$ cat config.mk
export PLATFORM = sky130hd
export DESIGN_NAME = elbeth_fetch_stage_flat
export DESIGN_NICKNAME = d
export VERILOG_FILES = /design/src/rtl/elbeth_fetch_stage_if.sv /design/src/rtl/elbeth_fetch_stage.sv /design/src/flat_wrapper.sv
export SDC_FILE = /design/constraint.sdc
export NUM_CORES = 1
export LEC_CHECK = 0
export CELL_PAD_IN_SITES_DETAIL_PLACEMENT = 1
export CELL_PAD_IN_SITES_GLOBAL_PLACEMENT = 2
export CORE_UTILIZATION = 30
export CTS_CLUSTER_SIZE = 10
export DETAILED_ROUTE_END_ITERATION = 16
export PLACE_DENSITY = 0.82
export SYNTH_ARGS = -nofsm -noshare
export SYNTH_HDL_FRONTEND = slang
export SYNTH_SLANG_ARGS = --single-unit
$ cat constraint.sdc
create_clock -name clk -period 2.9 [get_ports clk]
set_clock_uncertainty 0.15 [all_clocks]
set_input_delay 0.29 -clock clk [delete_from_list [all_inputs] [get_ports clk]]
set_output_delay 0.29 -clock clk [all_outputs]
set_load 0.02 [all_outputs]
$ cat src/rtl/elbeth_fetch_stage_if.sv
// ELBETH fetch-stage bus bundle: instruction-memory handshake, redirect
// from execute, decode stall and the IF/ID register outputs.
interface elbeth_fetch_stage_if;
   logic        imem_req;
   logic [31:0] imem_addr;
   logic        imem_ack;
   logic [31:0] imem_data;
   logic        ex_branch_taken;
   logic [31:0] ex_branch_target;
   logic        id_stall;
   logic        if_valid;
   logic [31:0] if_pc;
   logic [6:0]  opcode;
   logic [4:0]  inst_0;
   logic [2:0]  inst_1;
   logic [4:0]  inst_2;
   logic [4:0]  inst_3;
   logic [6:0]  inst_4;

   // Fetch stage side
   modport master (
      output imem_req, imem_addr,
      input  imem_ack, imem_data,
      input  ex_branch_taken, ex_branch_target,
      input  id_stall,
      output if_valid, if_pc, opcode, inst_0, inst_1, inst_2, inst_3, inst_4
   );

   // Memory / execute / decode side
   modport slave (
      input  imem_req, imem_addr,
      output imem_ack, imem_data,
      output ex_branch_taken, ex_branch_target,
      output id_stall,
      input  if_valid, if_pc, opcode, inst_0, inst_1, inst_2, inst_3, inst_4
   );
endinterface

$ cat src/rtl/elbeth_fetch_stage.sv
// ELBETH RV32I instruction fetch stage with IF/ID register.
// Holds the PC, issues word fetches over req/ack, buffers one word in a
// skid entry while decode stalls, and redirects on taken branches.
module elbeth_fetch_stage #(
   parameter logic [31:0] RESET_PC = 32'h0000_0000,
   parameter logic [31:0] NOP_INST = 32'h0000_0013
) (
   input logic                   clk,
   input logic                   rst,
   elbeth_fetch_stage_if.master  bus
);

   typedef enum logic [1:0] {
      ST_FETCH = 2'd0,
      ST_HOLD  = 2'd1,
      ST_DRAIN = 2'd2
   } state_t;

   state_t      r_state;
   state_t      w_state_next;

   // r_run is low for the reset cycle so the request line reads 0 while
   // reset is being applied, then goes high for good.
   logic        r_run;
   logic [31:0] r_pc;
   logic [31:0] r_drain_addr;
   logic        r_if_valid;
   logic [31:0] r_if_pc;
   logic [31:0] r_if_inst;
   logic        r_skid_valid;
   logic [31:0] r_skid_pc;
   logic [31:0] r_skid_inst;

   logic [31:0] w_pc_next;
   logic [31:0] w_drain_addr_next;
   logic        w_if_valid_next;
   logic [31:0] w_if_pc_next;
   logic [31:0] w_if_inst_next;
   logic        w_skid_valid_next;
   logic [31:0] w_skid_pc_next;
   logic [31:0] w_skid_inst_next;

   logic        w_req;
   logic        w_ack;
   logic [31:0] w_target;
   logic [31:0] w_pc_plus4;

   // Request/address depend only on registered state; DRAIN keeps the
   // address of the abandoned request stable until memory acks it.
   assign w_req          = r_run && (r_state != ST_HOLD);
   assign bus.imem_req   = w_req;
   assign bus.imem_addr  = (r_state == ST_DRAIN) ? r_drain_addr : r_pc;

   // An ack only counts while a request is actually being presented.
   assign w_ack      = bus.imem_ack && w_req;
   assign w_target   = bus.ex_branch_target & ~32'h0000_0003;
   assign w_pc_plus4 = r_pc + 32'd4;

   assign bus.if_valid = r_if_valid;
   assign bus.if_pc    = r_if_pc;
   assign bus.opcode   = r_if_inst[6:0];
   assign bus.inst_0   = r_if_inst[11:7];
   assign bus.inst_1   = r_if_inst[14:12];
   assign bus.inst_2   = r_if_inst[19:15];
   assign bus.inst_3   = r_if_inst[24:20];
   assign bus.inst_4   = r_if_inst[31:25];

   // Next-state and datapath update: redirect beats stall beats ack.
   always_comb begin
      w_state_next      = r_state;
      w_pc_next         = r_pc;
      w_drain_addr_next = r_drain_addr;
      w_if_valid_next   = r_if_valid;
      w_if_pc_next      = r_if_pc;
      w_if_inst_next    = r_if_inst;
      w_skid_valid_next = r_skid_valid;
      w_skid_pc_next    = r_skid_pc;
      w_skid_inst_next  = r_skid_inst;

      if (bus.ex_branch_taken) begin
         w_pc_next         = w_target;
         w_if_valid_next   = 1'b0;
         w_if_inst_next    = NOP_INST;
         w_skid_valid_next = 1'b0;
         if ((r_state == ST_FETCH) && w_req && !w_ack) begin
            // Outstanding request must still complete; its data is dropped.
            w_state_next      = ST_DRAIN;
            w_drain_addr_next = r_pc;
         end else if ((r_state == ST_DRAIN) && !w_ack) begin
            // Old request is still pending: keep draining it.
            w_state_next = ST_DRAIN;
         end else begin
            w_state_next = ST_FETCH;
         end
      end else begin
         case (r_state)
            ST_FETCH: begin
               if (bus.id_stall) begin
                  if (w_ack) begin
                     w_skid_valid_next = 1'b1;
                     w_skid_pc_next    = r_pc;
                     w_skid_inst_next  = bus.imem_data;
                     w_pc_next         = w_pc_plus4;
                     w_state_next      = ST_HOLD;
                  end
               end else if (w_ack) begin
                  w_if_valid_next = 1'b1;
                  w_if_pc_next    = r_pc;
                  w_if_inst_next  = bus.imem_data;
                  w_pc_next       = w_pc_plus4;
               end else begin
                  w_if_valid_next = 1'b0;
                  w_if_inst_next  = NOP_INST;
               end
            end
            ST_HOLD: begin
               if (!bus.id_stall) begin
                  w_if_valid_next   = r_skid_valid;
                  w_if_pc_next      = r_skid_pc;
                  w_if_inst_next    = r_skid_inst;
                  w_skid_valid_next = 1'b0;
                  w_state_next      = ST_FETCH;
               end
            end
            ST_DRAIN: begin
               if (!bus.id_stall) begin
                  w_if_valid_next = 1'b0;
                  w_if_inst_next  = NOP_INST;
               end
               if (w_ack) begin
                  w_state_next = ST_FETCH;
               end
            end
            default: begin
               w_state_next = ST_FETCH;
            end
         endcase
      end
   end

   // FSM state register.
   always_ff @(posedge clk) begin
      if (rst) begin
         r_state <= ST_FETCH;
      end else begin
         r_state <= w_state_next;
      end
   end

   // PC, IF/ID register, skid entry and drain address.
   always_ff @(posedge clk) begin
      if (rst) begin
         r_run        <= 1'b0;
         r_pc         <= RESET_PC;
         r_drain_addr <= RESET_PC;
         r_if_valid   <= 1'b0;
         r_if_pc      <= 32'd0;
         r_if_inst    <= NOP_INST;
         r_skid_valid <= 1'b0;
         r_skid_pc    <= 32'd0;
         r_skid_inst  <= NOP_INST;
      end else begin
         r_run        <= 1'b1;
         r_pc         <= w_pc_next;
         r_drain_addr <= w_drain_addr_next;
         r_if_valid   <= w_if_valid_next;
         r_if_pc      <= w_if_pc_next;
         r_if_inst    <= w_if_inst_next;
         r_skid_valid <= w_skid_valid_next;
         r_skid_pc    <= w_skid_pc_next;
         r_skid_inst  <= w_skid_inst_next;
      end
   end

endmodule

$ cat src/flat_wrapper.sv
// flat-port wrapper written by rule: the top's interface ports become plain ports
module elbeth_fetch_stage_flat 
#(
   parameter logic [31:0] RESET_PC = 32'h0000_0000,
   parameter logic [31:0] NOP_INST = 32'h0000_0013
)
  (clk, rst, bus_imem_req, bus_imem_addr, bus_imem_ack, bus_imem_data, bus_ex_branch_taken, bus_ex_branch_target, bus_id_stall, bus_if_valid, bus_if_pc, bus_opcode, bus_inst_0, bus_inst_1, bus_inst_2, bus_inst_3, bus_inst_4);
  elbeth_fetch_stage_if bus_i ();
  input logic clk;
  input logic rst;
  output wire logic [$bits(bus_i.imem_req)-1:0] bus_imem_req;
  output wire logic [$bits(bus_i.imem_addr)-1:0] bus_imem_addr;
  input wire logic [$bits(bus_i.imem_ack)-1:0] bus_imem_ack;
  input wire logic [$bits(bus_i.imem_data)-1:0] bus_imem_data;
  input wire logic [$bits(bus_i.ex_branch_taken)-1:0] bus_ex_branch_taken;
  input wire logic [$bits(bus_i.ex_branch_target)-1:0] bus_ex_branch_target;
  input wire logic [$bits(bus_i.id_stall)-1:0] bus_id_stall;
  output wire logic [$bits(bus_i.if_valid)-1:0] bus_if_valid;
  output wire logic [$bits(bus_i.if_pc)-1:0] bus_if_pc;
  output wire logic [$bits(bus_i.opcode)-1:0] bus_opcode;
  output wire logic [$bits(bus_i.inst_0)-1:0] bus_inst_0;
  output wire logic [$bits(bus_i.inst_1)-1:0] bus_inst_1;
  output wire logic [$bits(bus_i.inst_2)-1:0] bus_inst_2;
  output wire logic [$bits(bus_i.inst_3)-1:0] bus_inst_3;
  output wire logic [$bits(bus_i.inst_4)-1:0] bus_inst_4;
  assign bus_imem_req = bus_i.imem_req;
  assign bus_imem_addr = bus_i.imem_addr;
  assign bus_i.imem_ack = bus_imem_ack;
  assign bus_i.imem_data = bus_imem_data;
  assign bus_i.ex_branch_taken = bus_ex_branch_taken;
  assign bus_i.ex_branch_target = bus_ex_branch_target;
  assign bus_i.id_stall = bus_id_stall;
  assign bus_if_valid = bus_i.if_valid;
  assign bus_if_pc = bus_i.if_pc;
  assign bus_opcode = bus_i.opcode;
  assign bus_inst_0 = bus_i.inst_0;
  assign bus_inst_1 = bus_i.inst_1;
  assign bus_inst_2 = bus_i.inst_2;
  assign bus_inst_3 = bus_i.inst_3;
  assign bus_inst_4 = bus_i.inst_4;
  elbeth_fetch_stage #(.RESET_PC(RESET_PC), .NOP_INST(NOP_INST)) u_core (.clk(clk), .rst(rst), .bus(bus_i));
endmodule
==> flow_summary.json, run 1 <==
{
  "clk_pin_slew_ns": 0.08,
  "setup-tns-final_ns": 0,
  "drt_iter0_drc": 395,
  "sw_frac_of_total_pct": 28.8,
  "finalSetupViolations": 0,
  "ys.flop_type": "dfxtp_1",
  "cts_num_sinks": 189,
  "fin_nets": 1215,
  "diodes": 0,
  "clock_latency_ns": 0.44,
  "crit_type": "reg -> out",
  "final_common_cell": "nand2_1",
  "ios": 167,
  "vdd_drop_max_mv": 0.300,
  "drv_slew": 0,
  "internal_power_mw": 4.27,
  "route.met3.wl_um": 919,
  "dr_wl_met2_um": 12400,
  "dr.pass1.iters": 4,
  "cpMaxStageDelayCell": "clkdlybuf4s50_1",
  "top_layer": "met4",
  "htree_num_levels": 4,
  "r2r-start": "u_core.r_state[0]",
  "async_flop_share_pct": 0,
  "fp.dieArea_sq_um": 28600,
  "area_growth_pct": 31.8,
  "avgRoutedWirePerCell_um": 17.5,
  "status": "completed",
  "yosysSeqAreaShare_pct": 45.2,
  "viasPerCell": 5.09,
  "p_leak_nw": 3.65,
  "synth_edf_count": 0,
  "dpl_worst_slack_ns": 0.154,
  "layout-drive-gt1-share_pct": 10.6,
  "p_sw_mw": 1.73,
  "clock-root-buffer": "clkbuf_16",
  "met1_length_um": 13100,
  "final_cell_mix": "nand2_1, dfxtp_1, clkdlybuf4s50_1",
  "vias": 7774,
  "netlist_instances": 1015,
  "clock_path_buffers": 2,
  "yosys.cell_types.count": 55,
  "hpwlAfterDp_um": 18200,
  "grt_usage_pct": 19.0,
  "worstHoldPathType": "in -> reg",
  "die_w_um": 169,
  "setup_slack_ns": 0.167,
  "ant_nets": 0,
  "cp-end-kind": "output port",
  "synth_area_sq_um": 8370,
  "worst-path-buf-inv": 3,
  "holdWs_ns": 0.142,
  "finalCriticalPeriod_ns": 2.73,
  "cts_setup_buffers": 0,
  "numCtsBuffers": 17,
  "cp.required_ns": 2.46,
  "powerDensity_nw_per_um2": 543,
  "max_cap_viol_count": 0,
  "startpoint_type": "register",
  "synth-seq-cells": 189,
  "cts_tree": "yes",
  "max_freq_mhz": 366,
  "cts_resized": 2,
  "rsz0062_at_grt": "no",
  "start_util_pct": 30.8,
  "worst_pin_slew_ns": 0.825,
  "numPortBuffers": 160,
  "place_congestion": 0.755,
  "grt_first_pass_wirelength_um": 42600,
  "n_fill_cell": 3171,
  "min-delay-start": "rst",
  "synth_warnings": 0,
  "grt_pass1_vias": 7781,
  "combPwrFrac_pct": 15.3,
  "synth_area_per_cell_sq_um": 8.25,
  "grt_max_degree": 73,
  "std_cell_rows": 60,
  "power_frac_seq_pct": 46.3,
  "path_max_fanout": 14,
  "die_h_um": 169,
  "antenna_found_initial": 0,
  "critPathTopFamily": "buffers and inverters",
  "wl_um": 26800,
  "slowest_delay_ns": 0.55,
  "pwr-share-clk_pct": 38.4,
  "cts_hold_buffers": 0,
  "post-route-period-util_pct": 94.2,
  "grt_overflow": 0,
  "worstPathArrival_ns": 2.29,
  "crit_chain": "inv_1 > ha_4 > buf_12 > mux2_2 > clkdlybuf4s50_1",
  "hold_viol_final": 0,
  "cp-startpoint": "u_core.r_state[0]",
  "slew-limit-headroom_pct": 45.0,
  "post-route-drc-count": 0,
  "fp.coreArea_sq_um": 27200
}
==> state kept, by name (all words and copies together), names as in the netlist, 2 cells and up <==
name / count
u_core.r_skid_pc: 30
u_core.bus.if_pc: 30
u_core.r_pc: 30
u_core.r_if_inst: 32
u_core.r_skid_inst: 32
u_core.r_state: 2
u_core.r_drain_addr: 30
==> Yosys cell counts, types with 8 or more instances <==
cell type / instances / area [sq um]
a211oi_1: 40 / 300
or3_1: 9 / 56.3
nand4_1: 15 / 93.8
a311oi_1: 11 / 96.3
nor2_1: 85 / 319
buf_2: 13 / 65.1
o21ai_0: 14 / 70.1
or4_1: 8 / 60.1
o31ai_1: 11 / 82.6
a221oi_1: 30 / 263
mux2i_1: 30 / 300
nand3_1: 17 / 85.1
nor3_1: 38 / 190
a21oi_1: 100 / 500
nand2_1: 204 / 766
clkbuf_1: 81 / 304
mux2_2: 28 / 315
dfxtp_1: 189 / 3780
==> cell families (layout without fill, tap and decap cells) <==
| logic type | count (synthesis) | after routing | synth area share (%) |
|---|---|---|---|
| AO/OA/AOI/OAI | 229 | 229 | 18.2 |
| XOR/XNOR | 8 | 8 | 0.837 |
| adder cells (fa/ha/maj) | 4 | 4 | 0.598 |
| buffers and inverters | 112 | 249 | 5.44 |
| flip-flops | 189 | 189 | 45.2 |
| multiplexers | 58 | 58 | 7.35 |
| other | 1 | 4 | 0.0448 |
| AND/OR/NAND/NOR | 414 | 414 | 22.4 |
==> area by class of cell <==
class | count | area [sq um] | share of cell area (%)
Clock buffer | 19 | 443 | 4.01
Clock inverter | 13 | 120 | 1.09
Inverter | 7 | 26.3 | 0.238
Multi-Input combinational cell | 717 | 4180 | 37.9
Sequential cell | 189 | 3780 | 34.3
Tap cell | 372 | 465 | 4.22
Timing Repair Buffer | 210 | 2010 | 18.2
==> per-stage QoR <==
| step | area [sq um] | utilization [%] | std cells | power (mW) |
|---|---|---|---|---|
| after floorplan | 8380 | - | 1018 | 3.32 |
| after global placement | 10500 | 38.5 | 1495 | 3.75 |
| after detailed placement | 10500 | 38.5 | 1495 | 3.76 |
| after CTS | 11000 | 40.6 | 1527 | 6.09 |
| after global routing | 11000 | 40.6 | 1527 | 6.27 |
| final | 11000 | 40.6 | 1527 | 5.99 |
==> power groups by stage <==
stage | Clock [mW] | Combinational [mW] | Sequential, mW
floorplan | 0 | 0.477 | 2.85
global placement | 0 | 0.914 | 2.83
detailed placement | 0 | 0.922 | 2.84
CTS | 2.39 | 0.929 | 2.78
global route | 2.49 | 0.994 | 2.79
finish | 2.30 | 0.917 | 2.78
==> metal layers <==
layer | global-route usage, % | up-vias
met3 | 2.97 | 17
met2 | 30.7 | 136
met1 | 26.1 | 3790
met5 | 0 | -
met4 | 5.64 | 0
li1 | - | 3831
==> worst paths after layout <==
kind / slack [ns] / depth (start not counted) / endpoint
min reg2reg: 0.30 / 2 / u_core.r_drain_addr[3]
max reg2reg: 0.30 / 6 / u_core.r_pc[25]
max: 0.17 / 5 / bus_imem_addr[14]
min: 0.14 / 2 / u_core.r_skid_pc[21]
(Power assumes the default switching activity.)
==> run 2: changes to the inputs <==
SKIP_CTS_REPAIR_TIMING = 1   (was unset)
==> run 2 against run 1 <==
Against the previous run:
- global-route usage about the same
- largest power group unchanged
- core utilization unchanged
- critical path depth did not move
- die area is the same
- clock power is essentially flat
- clock-buffer cell count stayed put
- sequential cell count is the same
==> flow_summary.json, run 2 (synthesis results as in run 1) <==
{
  "placed_area_sq_um": 10500,
  "grt_first_pass_wirelength_um": 42600,
  "finalCriticalPeriod_ns": 2.75,
  "final_common_cell": "nand2_1",
  "numPortBuffers": 160,
  "cts_num_sinks": 189,
  "regArea_sq_um": 3780,
  "ant_nets": 0,
  "p_leak_nw": 3.65,
  "reg.largest.list": "u_core.r_if_inst (32), u_core.r_skid_inst (32)",
  "reg2reg_to": "u_core.r_pc[25]",
  "hold_depth": 2,
  "cp-end-kind": "output port",
  "reg2reg_depth": 6,
  "dpl.cell_count": 1495,
  "slowest_delay_ns": 0.68,
  "startpoint_type": "register",
  "crit_type": "reg -> out",
  "status": "completed",
  "slew-limit-headroom_pct": 45.2,
  "start_util_pct": 30.8,
  "cp-startpoint": "u_core.r_state[0]",
  "clock_latency_ns": 0.44,
  "grt_pass1_vias": 7784,
  "total_power_mw": 5.99,
  "r2r-start": "u_core.r_state[0]",
  "cpMaxStageDelayCell": "clkdlybuf4s50_1",
  "post-route-period-util_pct": 95.0,
  "avgRoutedWirePerCell_um": 17.5,
  "ff2ff_setup_slack_ns": 0.31,
  "wl_um": 26800,
  "final_area_sq_um": 11000,
  "final_cell_mix": "nand2_1, dfxtp_1, clkdlybuf4s50_1",
  "place_congestion": 0.755,
  "setup_slack_ns": 0.145,
  "grt_max_degree": 73,
  "worst_pin_slew_ns": 0.823,
  "diodes": 0,
  "clock_path_buffers": 2,
  "finalSetupViolations": 0,
  "final_cells": 1527,
  "fp.coreArea_sq_um": 27200,
  "worstHoldPathType": "in -> reg",
  "path_max_fanout": 12,
  "cts_tree": "yes",
  "clock-root-buffer": "clkbuf_16",
  "rsz0062_at_grt": "no",
  "grt_overflow": 0,
  "max_cap_viol_count": 0,
  "vias": 7790,
  "die_h_um": 169,
  "setup-tns-final_ns": 0,
  "numCtsBuffers": 17,
  "viasPerCell": 5.10,
  "crit_end": "bus_imem_addr[8]",
  "multiInputGateArea_sq_um": 4180,
  "clk_pin_slew_ns": 0.08,
  "holdWs_ns": 0.144,
  "antenna_found_initial": 0,
  "max_freq_mhz": 363,
  "area_growth_pct": 31.8,
  "fp.dieArea_sq_um": 28600,
  "hpwlAfterDp_um": 18200,
  "vdd_drop_max_mv": 0.300,
  "drv_slew": 0,
  "final_core_util_pct": 40.6,
  "post-route-drc-count": 0,
  "cp.required_ns": 2.46,
  "crit_chain": "inv_1 > ha_4 > buf_12 > o21ai_0 > clkdlybuf4s50_1",
  "n_fill_cell": 3171,
  "die_w_um": 169,
  "hold_viol_final": 0,
  "ios": 167,
  "dpl_worst_slack_ns": 0.154,
  "grt_usage_pct": 19.0,
  "std_cell_rows": 60,
  "htree_num_levels": 4,
  "drt_iter0_drc": 394,
  "worstPathArrival_ns": 2.31,
  "layout-drive-gt1-share_pct": 10.6,
  "dr.pass1.iters": 4,
  "powerDensity_nw_per_um2": 543,
  "fin_nets": 1215
}
[run 2: cell count changes in the layout (fill, tap and decap cells not counted)]
cell	previous run	this run
o21ai_0	13	14
o21ai_1	1	0
[run 2: worst min path at each step]
stage                                  from                 endpoint  slack [ns]
global placement     u_core.r_drain_addr[6]   u_core.r_drain_addr[6]        0.29
finish                                  rst     u_core.r_skid_pc[25]        0.14
detailed placement  u_core.r_drain_addr[28]  u_core.r_drain_addr[28]        0.30
global route                            rst     u_core.r_skid_pc[21]        0.14
floorplan                  bus_imem_data[0]    u_core.r_skid_inst[0]        0.26
CTS                                     rst     u_core.r_skid_pc[25]        0.12
[run 2: metal layers]
metal | wire length (um) | track usage (%)
met1 | 13100 | 26.1
met2 | 12400 | 30.7
met3 | 877 | 2.97
met4 | 341 | 5.64
met5 | 0 | 0
[run 2: final cells by class]
| class | instances | share of cell area (%) |
|---|---|---|
| inverters | 7 | 0.238 |
| clock buffers | 19 | 4.01 |
| clock inverters | 13 | 1.09 |
| repair buffers | 210 | 18.2 |
| multi-input cells | 717 | 37.9 |
| flip-flops and latches | 189 | 34.3 |
| well taps | 372 | 4.22 |
[run 2: report_power, final]
group	switching (mW)	total [mW]	internal, mW
Combinational	0.500	0.917	0.417
Sequential	0.0861	2.78	2.69
Clock	1.14	2.30	1.16
[run 2: critical path, delay by kind of cell (launching register included)]
family | cells | cell delay [ns]
buf+inv | 3 | 0.96
flops | 1 | 0.39
fa+ha+maj | 1 | 0.24
compound gates | 1 | 0.29
==> run 3: changes to the inputs <==
SKIP_LAST_GASP = 1   (was unset)
==> results of run 3 <==
Final layout, timing and power as in run 2 (identical DEF).
